[src/rtl/req_priority_encoder_8to3_pkg.sv]
// Purpose: shared sizes and FSM state codes for the request priority encoder.
// Latency: n/a (constants and types only).
// Backpressure: n/a.
package req_priority_encoder_8to3_pkg;

    // Number of request lines and width of the granted index (log2 of N).
    localparam int N     = 8;
    localparam int W_IDX = 3;

    // Grant FSM state codes.
    typedef logic [0:0] state_t;
    localparam state_t ST_IDLE  = 1'b0;
    localparam state_t ST_GRANT = 1'b1;

endpackage

[src/rtl/req_priority_encoder_8to3_prio_enc.sv]
// Purpose: combinational fixed-priority encoder, highest set bit wins.
// Latency: zero cycles, purely combinational.
// Backpressure: none; the output follows the input vector.
module prio_enc_8to3
    import req_priority_encoder_8to3_pkg::*;
(
    input  logic [N-1:0]     req,
    output logic [W_IDX-1:0] idx,
    output logic             any_set
);

    // Ascending scan so the last match, the highest index, is what remains.
    always_comb begin
        idx = '0;
        for (int i = 0; i < N; i++) begin
            if (req[i]) begin
                idx = W_IDX'(i);
            end
        end
    end

    assign any_set = |req;

endmodule

[src/rtl/req_priority_encoder_8to3.sv]
// Purpose: sticky pending-request register with highest-index grant held until ACK.
// Latency: W->PEND 1 edge, PEND->grant (Z) 1 more edge; ACK drops Z on the same edge.
// Backpressure: grant is frozen while ACK is low; new requests accumulate in PEND.
module req_priority_encoder_8to3
    import req_priority_encoder_8to3_pkg::*;
(
    input  logic             Clock,
    input  logic             Reset,
    input  logic             EN,
    input  logic [N-1:0]     W,
    input  logic             ACK,
    output logic [W_IDX-1:0] Y,
    output logic             Z,
    output logic [N-1:0]     PEND
);

    state_t           state;
    logic [N-1:0]     pend;
    logic [W_IDX-1:0] y_q;
    logic             z_q;

    logic [W_IDX-1:0] enc_idx;
    logic             enc_any;
    logic             ack_fire;
    logic [N-1:0]     clr;
    logic [N-1:0]     set;
    logic [N-1:0]     pend_nxt;

    // The encoder always looks at the registered pending set, never at W.
    prio_enc_8to3 u_prio_enc (
        .req     (pend),
        .idx     (enc_idx),
        .any_set (enc_any)
    );

    // Clear is only honoured while a grant is outstanding; the set term is
    // OR-ed in last so a request arriving on the acknowledged bit survives.
    always_comb begin
        ack_fire = (state == ST_GRANT) && ACK;
        clr      = ack_fire ? (N'(1) << y_q) : '0;
        set      = EN ? W : '0;
        pend_nxt = (pend & ~clr) | set;
    end

    // Pending register, grant FSM and registered outputs.
    always_ff @(posedge Clock) begin
        if (Reset) begin
            pend  <= '0;
            y_q   <= '0;
            z_q   <= 1'b0;
            state <= ST_IDLE;
        end else begin
            pend <= pend_nxt;
            case (state)
                ST_IDLE: begin
                    // Y keeps its last value until a new grant is issued.
                    if (enc_any) begin
                        y_q   <= enc_idx;
                        z_q   <= 1'b1;
                        state <= ST_GRANT;
                    end
                end
                ST_GRANT: begin
                    // No preemption: Y stays frozen until the consumer acks.
                    if (ACK) begin
                        z_q   <= 1'b0;
                        state <= ST_IDLE;
                    end
                end
                default: begin
                    z_q   <= 1'b0;
                    state <= ST_IDLE;
                end
            endcase
        end
    end

    assign Y    = y_q;
    assign Z    = z_q;
    assign PEND = pend;

endmodule

[config.mk]
export PLATFORM = sky130hd
export DESIGN_NAME = req_priority_encoder_8to3
export DESIGN_NICKNAME = d
export VERILOG_FILES = /design/src/rtl/req_priority_encoder_8to3_pkg.sv /design/src/rtl/req_priority_encoder_8to3_prio_enc.sv /design/src/rtl/req_priority_encoder_8to3.sv
export SDC_FILE = /design/constraint.sdc
export NUM_CORES = 1
export LEC_CHECK = 0
export BUFFER_PORTS_ARGS = -buffer_cell sky130_fd_sc_hd__buf_2
export CORE_UTILIZATION = 40
export DETAILED_ROUTE_END_ITERATION = 8
export GPL_ROUTABILITY_DRIVEN = 0
export GPL_TIMING_DRIVEN = 0
export PLACE_DENSITY = 0.71
export SLEW_MARGIN = 20
export SYNTH_ARGS = -nofsm -noshare
export SYNTH_HDL_FRONTEND = slang
export SYNTH_SLANG_ARGS = --single-unit
[constraint.sdc]
create_clock -name Clock -period 1.2 [get_ports Clock]
set_clock_uncertainty 0.1 [all_clocks]
set_input_delay 0.12 -clock Clock [delete_from_list [all_inputs] [get_ports Clock]]
set_output_delay 0.12 -clock Clock [all_outputs]
set_load 0.05 [all_outputs]
==> results by group <==
Synthesis
  • Sequential share of the synthesized area: 0.4551
  • Most area-hungry cell type in the Yosys netlist: dfxtp_1
  • Synth top area share: 0.4551
  • Top cells by area, synth: dfxtp_1 46%, a21oi_1 11%, nor4_4 7.4%, nand2_1 7.2%, o21ai_0 6.1%
  • Post-Syn Instances: 68
  • Post-Syn Area: 571.8 µm²
  • Mapped Avg Cell Area: ~8.4 µm²
  • Main combinational cell family by area after synthesis: simple AND/OR/NAND/NOR gates
  • YS warnings: 0
  • Post-Synth Simple-Gate Area: 0.2670
  • Synthesis-stage register bit count: 13
  • Compound-Gate Fraction of Synth Area: 0.2516
  • Adder-cell share of the synthesized area: 0
  • Post-synth cell types: 19
  • Mux contribution to synthesized area: 0
  • Mapped Nets: 80
  • Xor/xnor share of the synthesized area: 0

STA
  • Worst Max-Slew Pin Slew: about 0.47 ns
  • Fin. Hold Viols: 3
  • Final Cycle Share: 1.034
  • Setup WS post-layout: -0.04135 ns
  • Fin crit period: between 1 and 1.5 ns
  • WHS: -0.05294 ns
  • Slew HR: 0.6868
  • Final setup violation count: 6
  • Max-slew violation count: 0
  • RSZ-0062 raised after global routing: true
  • Peak Freq: ~800 MHz

Status
  • Failing checks: hold timing, setup timing
  • Status: finished with violations

Cells and area
  • Final instance area: approximately 900 µm²
  • Synth-to-layout area growth: 57.33%
  • Most frequent cells in the layout: 20 x buf_2, 12 x a21oi_1, 10 x nand2_1
  • Register Area: 297.8 µm²
  • Share of cells above drive strength 1: 0.4579
  • N_diodes: 0
  • Filler instances: roughly 110
  • Most common cell after layout, fill and taps aside: buf_2
  • Final #Nets: 120
  • Area occupied by multi-input gates: roughly 310 µm²

Routing
  • Antenna violation net count after detailed routing: 0
  • DR vias: between 600 and 700
  • Vias per inst: 5.295
  • WL final: 1590 µm
  • DRC viols: 0
  • Initial DRC count: 32
  • Drt wl/cell: about 13 µm
  • DR pass1 iterations: 4

Critical path
  • CP endpoint kind: register
  • Crit-path max FO: 3
  • Critical path arrival: roughly 1.3 ns
  • CP Data Required Time: 1.27 ns
  • Setup CP Type: reg2reg
  • Crit start category: register

Floorplan
  • Initial Utilization: 0.4340
  • Die Span X: 39.81 µm
  • Die area: roughly 1600 µm²
  • Die height: approximately 40 µm
  • I/O pin count: 24
  • Core Area: around 1300 µm²
  • Row Count: 13

Global routing
  • Gr usage total: 0.2315
  • Met2 Use GR: 0.3852
  • Grt met3 use: 0.06818
  • Number of global-route vias before repair: 575
  • Largest net degree at the start of global routing: 11
  • Met1 Use GR: 0.2407
  • Antenna violations before repair: 0
  • Layer with the highest usage: met2
  • GRT overflow: 0
  • First-pass GRT wire length: around 2300 µm

Pwr
  • Sw frac: 0.3738
  • Int Pwr: between 0.0007 and 0.0008 W
  • Power share of the sequential group: 0.449
  • Pwr Density: 1328 nW/µm²
  • Comb pwr share: 0.320
  • Max VDD drop: 0.6533 mV
  • Leak: 0.3819 nW
  • Clk network pwr share: 0.232
  • Psw: around 0.00045 W

CTS
  • Clk_lat worst skew: between 0.2 and 0.3 ns
  • CTS Buf Count: 3
  • TritonCTS clock tree: yes
  • Root Driver: clkbuf_4
  • CTS max path bufs: 2
  • CTS clock-pin slew for the worst setup and hold paths: roughly 0.080 ns
  • CTS sink cnt: 13
  • H-tree Lvls: 1

Place
  • Input/output buffers: 22
  • Post-Place Cell Area: approximately 730 µm²
  • Dpl hpwl: between 1000 and 1500 µm

Job
  • Max-Cap Viols: 0

Worst hold path
  • Hold Crit Class: in2reg
[cell usage after synthesis, drive strengths merged]
cell type  count
o31ai          2
clkbuf         1
buf            1
o21ai          7
or2            2
nor3           3
o311a          1
dfxtp         13
nand2b         2
nor2           5
nor4           2
inv            2
a211oi         2
a21oi         13
nand2         11
nand3          1
[layer usage]
| metal | part of all wire | up-vias |
|---|---|---|
| li1 | - | 321 |
| met1 | 0.41 | 286 |
| met2 | 0.50 | 35 |
| met3 | 0.065 | 4 |
| met4 | 0.017 | 0 |
| met5 | 0 | - |
[final cells by class]
cell class                 instances  area share
multi-input combinational         51      0.3408
sequential                        13      0.3310
timing repair buffer              35      0.2615
clock buffer                       4     0.02921
tap                               15     0.02086
buffer                             2    0.008345
inverter                           2    0.008345
[cell families after synthesis]
kind of cell	Yosys count
DFF	13
and+or+nand+nor	26
AOI/OAI and AO/OA	25
buffers and inverters	4
[critical path: stages, from the launching register on]
cell and delay [ns]:
dfxtp_4 0.37, nor4_4 0.32, buf_4 0.16, nand2_1 0.04, nor2_1 0.09, a211oi_1 0.05
[power by group through the flow]
stage                     combinational, W  sequential, W  clock [W]
after global placement            0.000318       0.000541          0
after CTS                         0.000359       0.000531   0.000283
final                             0.000382       0.000536   0.000277
after detailed placement          0.000325       0.000542          0
after floorplan                   0.000116       0.000665          0
after global routing              0.000407       0.000544   0.000308
[repair_timing]
| item | 4_1_cts | 5_1_grt |
|---|---|---|
| setup buffers | 2 | 2 |
| hold buffers | 8 | 1 |
| gates resized for setup | 4 | 6 |
| endpoints found under the hold margin | 10 | 4 |
| endpoints found under the setup margin | 7 | 11 |
| pin swaps | 4 | 5 |
[flip-flops by register name (all words and copies together) (netlist names)]
name and count:
state 1, PEND 8, Y 3, Z 1
[through the flow]
| stage | worst slack [ns] | power [W] | instances | utilization | setup TNS (ns) |
|---|---|---|---|---|---|
| after floorplan | -0.06438 | 0.0007808 | 68 | - | -0.08919 |
| after global placement | -0.1037 | 0.0008592 | 105 | 0.5575 | -0.3831 |
| after detailed placement | -0.1156 | 0.0008667 | 105 | 0.5575 | -0.5121 |
| after CTS | -0.05853 | 0.001172 | 119 | 0.6524 | -0.2433 |
| after global routing | -0.09487 | 0.001259 | 122 | 0.6828 | -0.5072 |
| final | -0.04135 | 0.001195 | 122 | 0.6828 | -0.1747 |
[worst paths after layout]
path	start	end	slack [ns]	cells past startpoint
hold reg to reg	Z	Z	0.38	2
setup / recovery	PEND[1]	state	-0.04	5
hold / removal	Reset	Y[0]	-0.05	2
setup reg to reg	PEND[1]	state	-0.04	5
Power figures use the tool's default switching activity.
